### config.mk
export PLATFORM = sky130hd
export DESIGN_NAME = spi_flash_reader
export DESIGN_NICKNAME = d
export VERILOG_FILES = /design/src/rtl/spi_flash_reader.sv
export SDC_FILE = /design/constraint.sdc
export NUM_CORES = 1
export LEC_CHECK = 0
export CELL_PAD_IN_SITES_DETAIL_PLACEMENT = 0
export CELL_PAD_IN_SITES_GLOBAL_PLACEMENT = 1
export CORE_UTILIZATION = 35
export CTS_CLUSTER_SIZE = 30
export DETAILED_ROUTE_END_ITERATION = 6
export GPL_ROUTABILITY_DRIVEN = 0
export PLACE_DENSITY_LB_ADDON = 0.1
export SLEW_MARGIN = 40
export SYNTH_ARGS = -nofsm -noshare
export SYNTH_HDL_FRONTEND = slang
export SYNTH_SLANG_ARGS = --single-unit
### constraint.sdc
create_clock -name clock -period 2.7 [get_ports clock]
set_input_delay 0.405 -clock clock [delete_from_list [all_inputs] [get_ports clock]]
set_output_delay 0.405 -clock clock [all_outputs]
set_load 0.05 [all_outputs]
### src/rtl/spi_flash_reader.sv
// spi_flash_reader: single-lane SPI (mode 0) master that issues a 0x03 READ
// and returns the requested bytes on a valid/ready stream.
//
// state | meaning
// ------+-------------------------------------------------------------
// IDLE  | ready for a request, flash_csb high
// CMD   | shifting out the 0x03 opcode, MSB first
// ADDR  | shifting out the 24-bit byte address, MSB first
// DATA  | clocking in one byte on flash_io1, flash_io0 held low
// HOLD  | byte presented on rd_*, flash_clk parked low until handshake
// DESEL | flash_csb high for CSB_HIGH cycles before the next request
module spi_flash_reader #(
    parameter int CLK_DIV  = 2,
    parameter int CSB_HIGH = 4
) (
    input  logic        clock,
    input  logic        resetb,
    input  logic        req_valid,
    output logic        req_ready,
    input  logic [23:0] req_addr,
    input  logic [7:0]  req_len,
    output logic        rd_valid,
    input  logic        rd_ready,
    output logic [7:0]  rd_data,
    output logic        rd_last,
    output logic        busy,
    output logic        flash_csb,
    output logic        flash_clk,
    output logic        flash_io0,
    input  logic        flash_io1
);

    typedef enum logic [2:0] {IDLE, CMD, ADDR, DATA, HOLD, DESEL} state_t;

    localparam int            TW         = 16;
    localparam logic [TW-1:0] DIV_LOAD   = TW'(CLK_DIV - 1);
    localparam logic [TW-1:0] DESEL_LOAD = TW'(CSB_HIGH - 1);

    state_t        state;
    state_t        state_next;
    logic [TW-1:0] timer;
    logic [4:0]    bit_cnt;
    logic [7:0]    byte_cnt;
    logic [31:0]   tx_shift;
    logic [7:0]    rx_shift;
    logic          sck;
    logic          csb_q;

    logic shifting;
    logic tick;
    logic sck_rise;
    logic sck_fall;
    logic last_bit;

    // SCK phase boundaries: timer terminal count toggles the clock; a rising
    // toggle samples MISO, a falling toggle advances MOSI.
    assign shifting = (state == CMD) || (state == ADDR) || (state == DATA);
    assign tick     = (timer == '0);
    assign sck_rise = shifting && tick && !sck;
    assign sck_fall = shifting && tick && sck;
    assign last_bit = (bit_cnt == 5'd0);

    assign flash_csb = csb_q;
    assign flash_clk = sck;
    assign flash_io0 = tx_shift[31];
    assign rd_data   = rx_shift;

    // State register
    always_ff @(posedge clock or negedge resetb) begin
        if (!resetb) begin
            state <= IDLE;
        end else begin
            state <= state_next;
        end
    end

    // Next-state decode and handshake outputs
    always_comb begin
        state_next = state;
        req_ready  = 1'b0;
        busy       = 1'b1;
        rd_valid   = 1'b0;
        rd_last    = 1'b0;
        case (state)
            IDLE: begin
                req_ready = 1'b1;
                busy      = 1'b0;
                if (req_valid) state_next = CMD;
            end
            CMD:   if (sck_fall && last_bit) state_next = ADDR;
            ADDR:  if (sck_fall && last_bit) state_next = DATA;
            DATA:  if (sck_fall && last_bit) state_next = HOLD;
            HOLD: begin
                rd_valid = 1'b1;
                rd_last  = (byte_cnt == 8'd0);
                if (rd_ready) state_next = (byte_cnt == 8'd0) ? DESEL : DATA;
            end
            DESEL: if (tick) state_next = IDLE;
            default: state_next = IDLE;
        endcase
    end

    // Datapath: SCK divider, shift registers, byte and bit counters, chip select
    always_ff @(posedge clock or negedge resetb) begin
        if (!resetb) begin
            timer    <= '0;
            bit_cnt  <= '0;
            byte_cnt <= '0;
            tx_shift <= '0;
            rx_shift <= '0;
            sck      <= 1'b0;
            csb_q    <= 1'b1;
        end else begin
            case (state)
                IDLE: begin
                    if (req_valid) begin
                        tx_shift <= {8'h03, req_addr};
                        byte_cnt <= req_len;
                        bit_cnt  <= 5'd7;
                        timer    <= DIV_LOAD;
                        sck      <= 1'b0;
                        csb_q    <= 1'b0;
                    end
                end
                CMD, ADDR, DATA: begin
                    if (tick) begin
                        timer <= DIV_LOAD;
                        sck   <= ~sck;
                    end else begin
                        timer <= timer - TW'(1);
                    end
                    if (sck_rise && (state == DATA)) begin
                        rx_shift <= {rx_shift[6:0], flash_io1};
                    end
                    if (sck_fall) begin
                        tx_shift <= {tx_shift[30:0], 1'b0};
                        if (last_bit) begin
                            bit_cnt <= (state == CMD) ? 5'd23 : 5'd7;
                        end else begin
                            bit_cnt <= bit_cnt - 5'd1;
                        end
                    end
                end
                HOLD: begin
                    if (rd_ready) begin
                        if (byte_cnt == 8'd0) begin
                            csb_q <= 1'b1;
                            timer <= DESEL_LOAD;
                        end else begin
                            byte_cnt <= byte_cnt - 8'd1;
                            timer    <= DIV_LOAD;
                        end
                    end
                end
                DESEL: begin
                    if (!tick) timer <= timer - TW'(1);
                end
                default: ;
            endcase
        end
    end

endmodule
==> results of run 1 <==
-- layout make-up --
| type | count | area share |
|---|---|---|
| Tap cell | 136 | 0.03627 |
| Clock inverter | 6 | 0.01040 |
| Clock buffer | 10 | 0.02933 |
| Inverter | 14 | 0.01147 |
| Timing Repair Buffer | 69 | 0.1421 |
| Multi-Input combinational cell | 276 | 0.3755 |
| Sequential cell | 74 | 0.3949 |
-- through the flow --
step	power [mW]	cell area (sq um)	worst slack, ps	cells
floorplan	3.495	3729	113.8	382
global placement	4.256	4479	29.23	569
CTS	5.126	4678	24.08	585
detailed placement	4.281	4483	2.733	569
finish	5.110	4692	106.0	585
global route	5.519	4692	15.83	585
-- synthesized netlist by cell type (6+ instances only) --
master and n:
a22o_1 12, mux2_4 8, a21oi_1 15, dfrtp_1 73
o21ai_0 20, nand2_1 14, a211o_1 6, nor3_1 12
inv_1 13, nand3_1 9, or3_1 7, o22ai_1 25
clkbuf_1 16, nor2_1 71
-- path summary, 6_finish.rpt --
| kind | start | end | slack, ps | cells after the start |
|---|---|---|---|---|
| worst min-delay path | resetb | tx_shift[10] | 80 | 1 |
| worst max register to register | timer[11] | timer[11] | 110 | 5 |
| worst min register to register | tx_shift[28] | tx_shift[29] | 490 | 1 |
| max in group asynchronous | resetb | byte_cnt[2] | 2160 | 1 |
| min in group clock | tx_shift[28] | tx_shift[29] | 490 | 1 |
| worst max-delay path | timer[11] | timer[11] | 110 | 5 |
-- flip-flops by register name, summed over array words and instances (netlist names) --
name and count:
tx_shift 32, timer 16, byte_cnt 8, rd_data 8, bit_cnt 5, state 3, flash_clk 1, flash_csb 1
-- cell families after synthesis --
group,synth area share
mux,0.04740
compound gates,0.2064
xor+xnor,0.002353
buf+inv,0.03630
flops,0.4978
fa+ha+maj,0.01681
simple gates,0.1929
-- power by group through the flow --
stage          clock [mW]  sequential, mW  combinational, mW
2_1_floorplan           0            1.81               1.68
3_3_place_gp            0            1.84               2.42
3_5_place_dp            0            1.84               2.44
4_1_cts             0.848            1.82               2.46
6_report            0.820            1.82               2.47
5_1_grt             0.899            1.89               2.73
-- routing by layer --
layer | track usage | vias to the layer above
met2 | 0.2625 | 68
met1 | 0.2360 | 1490
met3 | 0.04117 | 6
met4 | 0.05131 | 0
met5 | 0 | -
li1 | - | 1528
==> results.py, run 1 <==
metrics = {
    "status": {
        "status": "completed",
    },
    "layout": {
        "final_util": 0.4545,
        "seq_area_sq_um": 1853,
        "multi_input_area_sq_um": 1762,
        "n_fill_cell": 1006,
        "area_delta_synth_final_pct": 26.05,
        "nNetsFinal": 486,
        "layout_common_cells": "dfrtp_1 (73), nor2_1 (71), clkdlybuf4s50_1 (48)",
        "diodes": 0,
        "drive_gt1_frac": 0.1670,
        "final_common_cell": "dfrtp_1",
    },
    "cts": {
        "post-cts-setup-buffers": 0,
        "numCtsBuffers": 9,
        "cts_buffer_depth": 2,
        "ctsHtreeMaxLevel": 3,
        "clk_pin_slew_ps": 90,
        "clk_latency_ps": 350,
        "cts_tree": "built",
        "cts_resized": 3,
        "clkSinkCount": 74,
        "cts-root-buf": "clkbuf_8",
        "postCtsHoldBufs": 0,
    },
    "setup_path": {
        "critPathMaxFanout": 13,
        "required_ps": 2940,
        "critical-path-top-delay-family": "simple AND/OR/NAND/NOR gates",
        "end_kind": "register",
        "critical_path_buf_inv_count": 0,
        "worstPathCellList": "or4_4, or4_4, o31a_4, a211o_1, a22o_2",
        "crit_path_start_kind": "register",
        "cp_common_cell": "or4_4",
        "slowest_delay_ps": 570,
        "crit_type": "reg -> reg",
        "crit_path_top_delay_cell": "or4_4",
        "arrival_ps": 2830,
    },
    "detailed_routing": {
        "drc": 0,
        "top_layer": "met4",
        "drt-met1-wl_microns": 4456,
        "drt-initial-drc-count": 170,
        "vias": 3092,
        "wl_per_cell_microns": 15.36,
        "vias_per_cell": 5.285,
        "final_antenna_net_count": 0,
        "dr_wl_met2_microns": 4098,
        "postRouteWirelength_microns": 8983,
        "drt-pass1-iter-count": 4,
        "met3WireLength_microns": 367,
    },
    "pwr": {
        "p_sw_mw": 2.156,
        "comb_power_share": 0.483,
        "p_int_mw": 2.953,
        "pwr-share-seq": 0.357,
        "clkPwrFrac": 0.160,
        "ir_worst_vdd_uv": 439.4,
        "p_per_area_nw_per_um2": 1089,
        "total_leakage_power_nw": 2.025,
        "power.share.switching": 0.4221,
    },
    "synthesis": {
        "synth-seq-cells": 74,
        "syn-cell-area_sq_um": 3722,
        "ys.flop_type": "dfrtp_1",
        "yosys-top-cells-area": "dfrtp_1 (49%), nor2_1 (7.2%), o22ai_1 (4.2%), mux2_4 (3.2%), a22o_1 (2.8%)",
        "synth.yosys.seq_area_share": 0.4978,
        "synth-edff-count": 0,
        "synth_top_cell_area_share": 0.4908,
        "avgSynthCellArea_sq_um": 9.744,
        "syn_nets": 424,
        "yosysWarnings": 0,
        "synthCells": 382,
        "synth-async-reset-ratio": 1.000,
        "synth_top_area_cell": "dfrtp_1",
        "yosysUniqueCellTypes": 59,
    },
    "floorplan": {
        "dieArea_sq_um": 11050,
        "die_h_microns": 105.1,
        "rows": 37,
        "initial_utilization": 0.3606,
        "design.core.area_sq_um": 10320,
        "die_w_microns": 105.1,
        "io-pin-count": 52,
    },
    "timing": {
        "period_needed_ps": 2594,
        "setup_tns_ps": 0,
        "rsz0062_at_grt": "false",
        "skew_ps": 13.37,
        "setup_viol": 0,
        "hold_viol_final": 0,
        "whs_ps": 75.63,
        "final.period_utilization": 0.9607,
        "tightest_slew_ps": 756.1,
        "fmax_mhz": 385.5,
        "slew_headroom": 0.4932,
        "slew_violations": 0,
    },
    "global_routing": {
        "grt_max_degree": 75,
        "track_usage": 0.1702,
        "grt_overflow_total": 0,
        "grt_pass1_wl_microns": 14950,
        "grt_pass1_vias": 3014,
        "antenna_found_initial": 0,
    },
    "place": {
        "port_buffers": 51,
        "dp_hpwl_microns": 6016,
    },
    "flow_run": {
        "max_cap_violations": 0,
    },
    "worst_hold_path": {
        "hold_class": "in -> async",
    },
}
No activity file was read; power rests on OpenSTA's default activity.
==> run 2: changes to the inputs <==
HOLD_SLACK_MARGIN = 0.12   (was not set)
TNS_END_PERCENT = 50   (was not set)
==> run 2 against run 1 <==
Against the previous run:
- critical path depth did not move
- cell count fell by 0.34%
- clock skew fell by 4.7 ps
- worst hold slack improved by 410 ps
- first-iteration DRC count fell by 6.5%
- sequential cell count did not move
- sequential power barely moved
- largest power group unchanged
==> results.py, run 2 (synthesis results as in run 1) <==
metrics = {
    "timing": {
        "slew_violations": 0,
        "setup_tns_ps": 0,
        "skew_ps": 8.704,
        "hold_viol_final": 0,
        "slew_headroom": 0.5027,
        "setup_viol": 0,
        "period_needed_ps": 2644,
        "rsz0062_at_grt": "true",
        "fmax_mhz": 378.3,
        "tightest_slew_ps": 741.9,
        "final.period_utilization": 0.9791,
    },
    "layout": {
        "drive_gt1_frac": 0.1611,
        "nNetsFinal": 485,
        "largest_reg_flops": 32,
        "seq_area_sq_um": 1854,
        "largestRegisters": "tx_shift (32), timer (16)",
        "area_delta_synth_final_pct": 27.73,
        "diodes": 0,
        "final_common_cell": "dfrtp_1",
        "largest_register": "tx_shift",
        "final_util": 0.4606,
        "multi_input_area_sq_um": 1754,
        "layout_common_cells": "dfrtp_1 (72), nor2_1 (71), clkdlybuf4s50_1 (48)",
        "n_fill_cell": 1017,
        "final_cells": 583,
    },
    "floorplan": {
        "initial_utilization": 0.3606,
        "rows": 37,
        "design.core.area_sq_um": 10320,
        "die_h_microns": 105.1,
        "dieArea_sq_um": 11050,
        "die_w_microns": 105.1,
        "io-pin-count": 52,
    },
    "detailed_routing": {
        "drt-pass1-iter-count": 4,
        "drc": 0,
        "wl_per_cell_microns": 15.38,
        "vias": 3097,
        "final_antenna_net_count": 0,
        "vias_per_cell": 5.312,
        "postRouteWirelength_microns": 8965,
        "drt-initial-drc-count": 159,
    },
    "global_routing": {
        "grt_max_degree": 75,
        "grt_pass1_vias": 2959,
        "grt_pass1_wl_microns": 14860,
        "track_usage": 0.1710,
        "grt_overflow_total": 0,
        "antenna_found_initial": 0,
    },
    "cts": {
        "cts_tree": "built",
        "post-cts-setup-buffers": 0,
        "ctsHtreeMaxLevel": 3,
        "clk_latency_ps": 350,
        "cts-root-buf": "clkbuf_8",
        "numCtsBuffers": 9,
        "clk_pin_slew_ps": 80,
        "clkSinkCount": 74,
        "cts_buffer_depth": 2,
    },
    "setup_path": {
        "slowest_delay_ps": 560,
        "critical-path-top-delay-family": "simple AND/OR/NAND/NOR gates",
        "end_kind": "register",
        "critPathMaxFanout": 13,
        "cp_common_cell": "or4_4",
        "required_ps": 2950,
        "crit_type": "reg -> reg",
        "critPathLaunch": "timer[11]",
        "crit_path_start_kind": "register",
        "reg2reg_from": "timer[11]",
        "worstPathCellList": "or4_4, or4_4, o31a_2, a211o_1, a22o_2",
        "crit_path_top_delay_cell": "or4_4",
        "arrival_ps": 2890,
        "critical_path_buf_inv_count": 0,
    },
    "place": {
        "port_buffers": 51,
        "dp_hpwl_microns": 6008,
        "dpl.cell_count": 567,
    },
    "pwr": {
        "p_per_area_nw_per_um2": 1134,
        "total_leakage_power_nw": 2.053,
        "power.total_mw": 5.391,
        "ir_worst_vdd_uv": 367.1,
    },
    "status": {
        "status": "completed",
    },
    "flow_run": {
        "max_cap_violations": 0,
    },
    "worst_hold_path": {
        "hold_class": "reg -> reg",
        "min_from": "flash_csb",
    },
}
-- run 2: path summary, 6_finish.rpt --
kind | endpoint | depth (start not counted) | slack, ps
setup / recovery | timer[11] | 5 | 60
hold / removal | flash_csb | 2 | 490
setup reg to reg | timer[11] | 5 | 60
hold reg to reg | flash_csb | 2 | 490
max in group asynchronous | state[2] | 2 | 1570
min in group asynchronous | tx_shift[10] | 2 | 620
-- run 2: layout make-up --
class / count / area share
clock buffer: 9 / 0.02605
clock inverter: 6 / 0.02895
inverter: 14 / 0.01105
multi-input combinational: 276 / 0.3689
sequential: 74 / 0.3900
tap: 136 / 0.03579
timing repair buffer: 68 / 0.1392
-- run 2: stage by stage --
step	cell area, sq um	worst slack, ps	hold slack (ps)
6_report	4755	56.33	486.9
2_1_floorplan	3727	-121.5	109.4
4_1_cts	4747	15.34	492.2
5_1_grt	4755	-5.841	527.9
3_3_place_gp	4463	26.22	474.0
3_5_place_dp	4467	9.841	481.1
-- run 2: worst min-delay path, stage by stage (launching register included) --
cell     delay (ps)
dfstp_2         370
nand2_1          40
o21ai_0          70
-- run 2: per-layer routing --
layer | GRT usage | wire length, microns | part of all wire | vias to the layer above
met4 | 0.06036 | 88 | 0.0098 | 0
met2 | 0.2616 | 4018 | 0.45 | 72
met1 | 0.2393 | 4458 | 0.50 | 1490
met5 | 0 | 0 | 0 | -
met3 | 0.03556 | 399 | 0.045 | 9
li1 | - | - | - | 1526
-- run 2: power breakdown --
part | internal (mW) | switching (mW) | total [mW]
logic | 1.06 | 1.34 | 2.40
registers | 1.50 | 0.349 | 1.85
clock network | 0.709 | 0.437 | 1.15
total | 3.27 | 2.13 | 5.39
-- run 2: repair_timing --
action | in CTS | in global routing
endpoints found under the setup margin | 6 | 7
hold buffers | 1 | 0
endpoints found under the hold margin | 73 | 0
resized for setup | 3 | 4
==> run 3: changes to the inputs <==
ABC_CLOCK_PERIOD_IN_PS = 2700   (was not set)
==> results of run 3 <==
No change in the layout: final DEF, timing and power equal those of run 2.
